`src/rtl/noc_credit_rx_port.sv`:
```
// noc_credit_rx_port
// Receive side of a credit-based flit link. Arriving flits are buffered in a
// small FIFO and offered to the router core with valid/ready. Each drained flit
// returns one credit pulse to the sender. Packet framing is checked on every
// accepted flit. Overflow and framing problems set sticky error flags.
module noc_credit_rx_port #(
    parameter int DATA_W = 20,
    parameter int DEPTH  = 4,
    parameter int PTR_W  = 2
) (
    input  logic              clk,
    input  logic              RST,
    input  logic [DATA_W-1:0] datain,
    input  logic              in_valid,
    output logic              co,
    output logic [DATA_W-1:0] dataout,
    output logic              out_valid,
    input  logic              out_ready,
    output logic [PTR_W:0]    count,
    output logic              ovf_err,
    output logic              pkt_err,
    input  logic              err_clr
);

    // Flit type encodings carried in the two top bits of every flit
    localparam logic [1:0] FT_BODY   = 2'b00;
    localparam logic [1:0] FT_HEAD   = 2'b01;
    localparam logic [1:0] FT_TAIL   = 2'b10;
    localparam logic [1:0] FT_SINGLE = 2'b11;

    localparam logic [PTR_W:0]   DEPTH_CNT = (PTR_W+1)'(DEPTH);
    localparam logic [PTR_W-1:0] PTR_LAST  = PTR_W'(DEPTH - 1);

    typedef enum logic [0:0] {
        ST_IDLE  = 1'b0,
        ST_INPKT = 1'b1
    } frame_state_t;

    // Extract the framing type field of a flit
    function automatic logic [1:0] flit_type(input logic [DATA_W-1:0] flit);
        return flit[DATA_W-1:DATA_W-2];
    endfunction

    // Advance a ring pointer, wrapping after the last entry
    function automatic logic [PTR_W-1:0] ptr_inc(input logic [PTR_W-1:0] ptr);
        logic [PTR_W-1:0] nxt;
        if (ptr == PTR_LAST) begin
            nxt = {PTR_W{1'b0}};
        end else begin
            nxt = ptr + PTR_W'(1);
        end
        return nxt;
    endfunction

    logic [DATA_W-1:0] mem_q [DEPTH];
    logic [PTR_W-1:0]  wr_ptr_q, wr_ptr_d;
    logic [PTR_W-1:0]  rd_ptr_q, rd_ptr_d;
    logic [PTR_W:0]    count_q, count_d;
    logic              out_valid_q, out_valid_d;
    logic              co_q, co_d;
    logic              ovf_err_q, ovf_err_d;
    logic              pkt_err_q, pkt_err_d;
    frame_state_t      state_q, state_d;
    logic              push_s, pop_s, frame_err_s;

    // Handshake decode, pointer/occupancy update, framing check and error flags
    always_comb begin
        pop_s       = out_valid_q && out_ready;
        push_s      = in_valid && ((count_q < DEPTH_CNT) || pop_s);
        wr_ptr_d    = wr_ptr_q;
        rd_ptr_d    = rd_ptr_q;
        count_d     = count_q;
        state_d     = state_q;
        frame_err_s = 1'b0;

        if (push_s) begin
            wr_ptr_d = ptr_inc(wr_ptr_q);
        end else begin
            wr_ptr_d = wr_ptr_q;
        end

        if (pop_s) begin
            rd_ptr_d = ptr_inc(rd_ptr_q);
        end else begin
            rd_ptr_d = rd_ptr_q;
        end

        case ({push_s, pop_s})
            2'b10:   count_d = count_q + (PTR_W+1)'(1);
            2'b01:   count_d = count_q - (PTR_W+1)'(1);
            default: count_d = count_q;
        endcase

        // Framing only looks at flits that were actually stored
        if (push_s) begin
            case (state_q)
                ST_IDLE: begin
                    case (flit_type(datain))
                        FT_HEAD:   state_d = ST_INPKT;
                        FT_SINGLE: state_d = ST_IDLE;
                        default: begin
                            state_d     = ST_IDLE;
                            frame_err_s = 1'b1;
                        end
                    endcase
                end
                ST_INPKT: begin
                    case (flit_type(datain))
                        FT_BODY:   state_d = ST_INPKT;
                        FT_TAIL:   state_d = ST_IDLE;
                        FT_HEAD: begin
                            state_d     = ST_INPKT;
                            frame_err_s = 1'b1;
                        end
                        default: begin
                            state_d     = ST_IDLE;
                            frame_err_s = 1'b1;
                        end
                    endcase
                end
                default: state_d = ST_IDLE;
            endcase
        end else begin
            state_d = state_q;
        end

        out_valid_d = (count_d != (PTR_W+1)'(0));
        co_d        = pop_s;
        // A new error in the same cycle as err_clr keeps the flag set
        ovf_err_d   = (ovf_err_q && !err_clr) || (in_valid && !push_s);
        pkt_err_d   = (pkt_err_q && !err_clr) || frame_err_s;
    end

    // Control state registers, cleared by the asynchronous reset
    always_ff @(posedge clk or negedge RST) begin
        if (!RST) begin
            wr_ptr_q    <= {PTR_W{1'b0}};
            rd_ptr_q    <= {PTR_W{1'b0}};
            count_q     <= {(PTR_W+1){1'b0}};
            out_valid_q <= 1'b0;
            co_q        <= 1'b0;
            ovf_err_q   <= 1'b0;
            pkt_err_q   <= 1'b0;
            state_q     <= ST_IDLE;
        end else begin
            wr_ptr_q    <= wr_ptr_d;
            rd_ptr_q    <= rd_ptr_d;
            count_q     <= count_d;
            out_valid_q <= out_valid_d;
            co_q        <= co_d;
            ovf_err_q   <= ovf_err_d;
            pkt_err_q   <= pkt_err_d;
            state_q     <= state_d;
        end
    end

    // Flit storage; contents survive reset and are qualified by out_valid
    always_ff @(posedge clk) begin
        if (push_s) begin
            mem_q[wr_ptr_q] <= datain;
        end
    end

    assign dataout   = mem_q[rd_ptr_q];
    assign out_valid = out_valid_q;
    assign co        = co_q;
    assign count     = count_q;
    assign ovf_err   = ovf_err_q;
    assign pkt_err   = pkt_err_q;

endmodule

```
`config.mk`:
```
export PLATFORM = sky130hd
export DESIGN_NAME = noc_credit_rx_port
export DESIGN_NICKNAME = d
export VERILOG_FILES = /design/src/rtl/noc_credit_rx_port.sv
export SDC_FILE = /design/constraint.sdc
export NUM_CORES = 1
export LEC_CHECK = 0
export CORE_ASPECT_RATIO = 1.5
export CORE_UTILIZATION = 35
export DETAILED_ROUTE_END_ITERATION = 12
export RECOVER_POWER = 50
export SLEW_MARGIN = 0
export SYNTH_ARGS = -nofsm -noshare
export SYNTH_HDL_FRONTEND = slang
export SYNTH_SLANG_ARGS = --single-unit
export TNS_END_PERCENT = 30
```
`constraint.sdc`:
```
create_clock -name clk -period 2.2 [get_ports clk]
set_clock_uncertainty 0.2 [all_clocks]
set_input_delay 0.44 -clock clk [delete_from_list [all_inputs] [get_ports clk]]
set_output_delay 0.44 -clock clk [all_outputs]
set_load 0.05 [all_outputs]
```
==> flow_metrics.py, run 1 <==
metrics = {
    "synthesis": {
        "syn-num-nets": 188,
        "syn_area_per_cell_um2": 22.51,
        "netlist_area_um2": 3512,
        "synth_top_area_share_pct": 68.40,
        "ys_types": 26,
        "yosys.area.top_type": "edfxtp_1",
        "synth-seq-cells": 92,
        "yosysSeqAreaShare_pct": 76.95,
        "ys_warn_count": 0,
        "yosys-top-cells-area": "edfxtp_1 68%, mux4_2 13%, dfrtp_1 8.6%",
        "netlist_instances": 156,
    },
    "finish": {
        "final_common_cell": "edfxtp_1",
        "antenna_cells": 0,
        "area.sequential_um2": 2706,
        "stdcell_count": 349,
        "final_cell_mix": "80 x edfxtp_1, 21 x dlygate4sd3_1, 21 x buf_6",
        "fillCellCount": 826,
        "multi_input_area_um2": 767.0,
        "drive_above_1_share_pct": 36.75,
        "area_growth_pct": 31.46,
        "nets": 261,
    },
    "pwr": {
        "p_sw_share_pct": 36.88,
        "p_leak_nw": 1.658,
        "p_per_area_nw_per_um2": 1532,
        "power.share.clock_pct": 21.5,
        "pwr-share-seq_pct": 34.5,
        "p_int_w": 0.004466,
        "comb_power_share_pct": 44.0,
        "peakVddDrop_mv": 1.003,
        "p_sw_w": 0.002610,
    },
    "die": {
        "pin_count": 52,
        "start_util_pct": 36.25,
        "core.rowCount": 44,
        "die_w_um": 83.79,
        "die_h_um": 124.7,
        "die-area_um2": 10450,
        "core-area_um2": 9689,
    },
    "sta": {
        "setup_ws_ns": -0.09183,
        "drv_slew": 0,
        "post-route-period-util_pct": 104.2,
        "rsz0062_at_grt": "true",
        "worst_slew_pin_slew_ns": 0.5807,
        "slew_headroom_pct": 61.16,
        "setup_viol": 20,
        "max_freq_ghz": 0.4363,
        "period_needed_ns": 2.292,
        "finalHoldViolations": 0,
    },
    "grt": {
        "antenna_found_initial": 0,
        "grt_pass1_vias": 1818,
        "overflow": 0,
        "grt_pass1_wl_um": 9784,
        "grt_max_degree": 21,
        "grt_usage_pct": 12.62,
    },
    "worst_setup_path": {
        "crit_cells": 3,
        "crit_arrival_ns": 1.65,
        "critPathMaxStageDelay_ns": 0.51,
        "crit_end": "dataout[4]",
        "cpLargestDelayFamily": "multiplexers",
        "reg2reg_slack_ns": 0.02,
        "worstPathCellList": "clkbuf_16 -> mux4_2 -> buf_6",
        "r2r_cells": 8,
        "cp.buffers_inverters": 2,
        "r2r_end": "out_valid",
        "crit_fanout": 8,
        "cp-startpoint": "rd_ptr_q[0]",
        "rr_startpoint": "out_valid",
        "worstSetupEndpointType": "primary output",
        "path_class": "reg2out",
        "start_kind": "flip-flop",
        "critical_path_required_ns": 1.56,
        "cp_slowest_cell": "mux4_2",
    },
    "run": {
        "maxCapViolations": 0,
    },
    "placed_design": {
        "io_buffers": 51,
        "gp_congestion": 0.6838,
        "place_inst": 331,
        "post-dp-hpwl_um": 3922,
        "pre_cts_slack_ns": -0.4564,
    },
    "route": {
        "post_drt_wl_per_cell_um": 17.59,
        "routed_via_density": 4.885,
        "drc_errors": 0,
        "drtIter0Drc": 71,
        "wl_um": 6140,
        "num_vias": 1705,
        "dr.pass1.iters": 4,
        "drtAntennaViolNets": 0,
    },
    "outcome": {
        "outcome": "finished, violations left",
        "violations": "setup timing",
    },
    "clock_tree": {
        "cts_tree": "done",
        "clock_sinks": 92,
        "cts_buffer_depth": 2,
        "hold_buffers": 0,
        "htreeDepth": 3,
        "path_clk_slew_ns": 0.06,
        "clkLatencyLatePin_ns": 0.33,
        "clock-root-buffer": "clkbuf_16",
        "numCtsBuffers": 9,
    },
    "worst_hold_path": {
        "min_path_type": "in2async",
    },
}
[power groups by stage]
stage          Combinational [W]  Clock (W)  Sequential, W
6_report                 0.00311    0.00152        0.00244
5_1_grt                  0.00328    0.00163        0.00248
4_1_cts                  0.00317    0.00155        0.00245
3_5_place_dp             0.00294          0        0.00246
3_3_place_gp             0.00293          0        0.00245
2_1_floorplan            0.00189          0        0.00261
[sequential cells by signal, summed over array words and instances, names as in the netlist]
register,flops
mem_q,80
state_q,1
out_valid,1
wr_ptr_q,2
pkt_err,1
co,1
rd_ptr_q,2
ovf_err,1
count,3
[metal layers]
metal	vias to the layer above	wire, um	track usage [%]
met5	-	0	0
li1	783	-	-
met2	48	3149	20.71
met3	10	324	4.506
met4	0	91	4.187
met1	864	2574	15.46
[worst reg2reg max path: cells and delay by family (launching register included)]
| kind | cells | cell delay (ns) |
|---|---|---|
| AO/OA/AOI/OAI | 2 | 0.31 |
| adder cells (fa/ha/maj) | 2 | 0.54 |
| buffers and inverters | 1 | 0.07 |
| flip-flops | 1 | 0.43 |
| multiplexers | 1 | 0.28 |
| AND/OR/NAND/NOR | 2 | 0.22 |
[cell families after synthesis]
group	count (synthesis)	synth area share [%]
and+or+nand+nor	11	1.888
xor gates and xnor gates	3	0.7483
muxes	24	14.32
adders and majority gates	7	2.707
buffers and inverters	10	1.567
AOI/OAI and AO/OA	9	1.817
DFF	92	76.95
[worst min path at each step]
stage | slack (ns) | end | startpoint | cells after the start
after floorplan | -0.06 | co | RST | 0
after global placement | 0.33 | pkt_err | pkt_err | 2
after detailed placement | 0.33 | ovf_err | ovf_err | 2
after CTS | 0.29 | co | RST | 1
after global routing | 0.37 | ovf_err | ovf_err | 2
final | 0.34 | state_q | RST | 1
[final cells by class]
cell class	instances	area share, %
Timing Repair Buffer	66	14.66
Clock inverter	7	1.626
Sequential cell	92	58.62
Inverter	6	0.4878
Clock buffer	9	4.878
Multi-Input combinational cell	54	16.61
Tap cell	115	3.117
[Yosys cell counts, drive strengths merged]
library cell,instances
fa,1
a21oi,1
o22ai,1
nor3,1
a31oi,1
nor2,2
edfxtp,80
nand2,1
xor2,1
or2,1
o21ai,3
buf,4
inv,6
nand3,1
and3,4
mux4,20
ha,6
dfrtp,12
xnor2,2
o211ai,1
mux2,4
a21bo,1
and2,1
a21o,1
[stage by stage]
step | hold WS (ns) | utilization [%] | area, um2 | total power [W] | TNS, ns
6_report | 0.3435 | 47.65 | 4617 | 0.007075 | -1.551
5_1_grt | 0.3710 | 47.65 | 4617 | 0.007386 | -2.662
4_1_cts | 0.2866 | 47.59 | 4611 | 0.007173 | -2.110
3_5_place_dp | 0.3317 | 43.41 | 4207 | 0.005401 | -11.80
3_3_place_gp | 0.3272 | 43.41 | 4207 | 0.005385 | -12.62
2_1_floorplan | -0.05559 | - | 3527 | 0.004503 | -0.1145
[timing repair]
item / CTS / global route
buffers inserted: 0 / 1
endpoints found under the setup margin: 24 / 23
resized for setup: 26 / 3
hold endpoints to repair: 0 / 0
cloned: 1 / 0
Power figures use the tool's default switching activity.
==> run 2: changes to the inputs <==
Settings changed: SLEW_MARGIN 0 to 30, TNS_END_PERCENT 30 to 100.
==> flow_metrics.py, run 2 (synthesis results as in run 1) <==
metrics = {
    "finish": {
        "final_util_pct": 47.77,
        "regMostFlops": "mem_q",
        "antenna_cells": 0,
        "largest_reg_flops": 80,
        "nets": 261,
        "area_growth_pct": 31.78,
        "stdcell_count": 349,
        "final_common_cell": "edfxtp_1",
        "drive_above_1_share_pct": 36.32,
        "final_cell_mix": "80 x edfxtp_1, 21 x dlygate4sd3_1, 20 x mux4_2",
    },
    "worst_setup_path": {
        "path_class": "reg2out",
        "start_kind": "flip-flop",
        "critical_path_required_ns": 1.56,
        "reg2reg_slack_ns": 0.07,
        "crit_arrival_ns": 1.66,
        "crit_fanout": 7,
        "worstSetupEndpointType": "primary output",
    },
    "sta": {
        "finalSetupTns_ns": -1.214,
        "drv_slew": 0,
        "post-route-period-util_pct": 104.3,
        "rsz0062_at_grt": "true",
        "worst_slew_pin_slew_ns": 0.5775,
        "setup_viol": 20,
        "max_freq_ghz": 0.4356,
        "period_needed_ns": 2.295,
        "hold-worst-slack_ns": 0.3352,
        "slew_headroom_pct": 61.50,
        "finalHoldViolations": 0,
        "setup_ws_ns": -0.09547,
    },
    "die": {
        "die-area_um2": 10450,
        "core-area_um2": 9689,
        "pin_count": 52,
        "die_w_um": 83.79,
        "start_util_pct": 36.25,
        "die_h_um": 124.7,
        "core.rowCount": 44,
    },
    "placed_design": {
        "post-dp-hpwl_um": 4027,
        "place_inst": 331,
        "io_buffers": 51,
        "gp_congestion": 0.6837,
    },
    "grt": {
        "grt_usage_pct": 13.26,
        "overflow": 0,
        "grt_max_degree": 21,
        "antenna_found_initial": 0,
        "grt_pass1_wl_um": 9887,
        "grt_pass1_vias": 1871,
    },
    "pwr": {
        "p_leak_nw": 1.651,
        "report.power.total_w": 0.007166,
        "p_per_area_nw_per_um2": 1548,
        "peakVddDrop_mv": 0.9688,
    },
    "route": {
        "drc_errors": 0,
        "drtIter0Drc": 135,
        "wl_um": 6251,
        "num_vias": 1699,
        "routed_via_density": 4.868,
        "drtAntennaViolNets": 0,
        "post_drt_wl_per_cell_um": 17.91,
        "dr.pass1.iters": 4,
    },
    "clock_tree": {
        "clock-root-buffer": "clkbuf_16",
        "clkLatencyLatePin_ns": 0.34,
        "htreeDepth": 3,
        "clock_sinks": 92,
        "numCtsBuffers": 9,
        "cts_tree": "done",
        "path_clk_slew_ns": 0.06,
        "cts_buffer_depth": 2,
    },
    "run": {
        "maxCapViolations": 0,
    },
    "outcome": {
        "violations": "setup timing",
        "outcome": "finished, violations left",
    },
    "worst_hold_path": {
        "min_path_type": "in2async",
    },
}
==> run 2: final cells by class <==
cell class | instances | area [um2]
Clock buffer | 11 | 232.7
Fill cell | 828 | 5061
Clock inverter | 5 | 76.32
Timing Repair Buffer | 66 | 676.9
Inverter | 6 | 22.52
Multi-Input combinational cell | 54 | 769.5
Sequential cell | 92 | 2706
Tap cell | 115 | 143.9
==> run 2: metal layers <==
metal / share of wire (%) / GRT usage [%] / wire [um]
met1: 37 / 13.96 / 2326
met2: 55 / 23.19 / 3467
met3: 5.7 / 5.235 / 355
met4: 1.6 / 5.683 / 102
met5: 0 / 0 / 0
==> run 2: timing repair <==
item | CTS | global route
cloned | 1 | 0
endpoints found under the setup margin | 23 | 21
gates resized for setup | 21 | 9
hold buffers | 0 | 0
setup buffers | 1 | 1
==> run 2: final timing paths <==
kind / end / startpoint / cells past startpoint
max: dataout[19] / rd_ptr_q[0] / 3
min: count[1] / RST / 1
max reg2reg: out_valid / out_valid / 8
min reg2reg: ovf_err / ovf_err / 2
max in group asynchronous: rd_ptr_q[0] / RST / 1
min in group clk: ovf_err / ovf_err / 2
==> run 2: worst max-delay path, stage by stage (launching register included) <==
cell and delay (ns):
dfrtp_2 0.44, buf_12 0.16, mux4_2 0.54, buf_6 0.18
==> run 2: per-stage QoR <==
stage / setup WS (ns) / cell area [um2]
2_1_floorplan: -0.09298 / 3527
3_3_place_gp: -0.4057 / 4204
3_5_place_dp: -0.4313 / 4204
4_1_cts: -0.1532 / 4618
5_1_grt: -0.1522 / 4628
6_report: -0.09547 / 4628
==> run 2: report_power, final <==
group	leakage, nW	internal, W	total [W]	switching (W)
sequential	0.871	0.00230	0.00245	0.000150
clock	0.149	0.000989	0.00158	0.000590
combinational	0.631	0.00130	0.00314	0.00184
total	1.65	0.00459	0.00717	0.00258
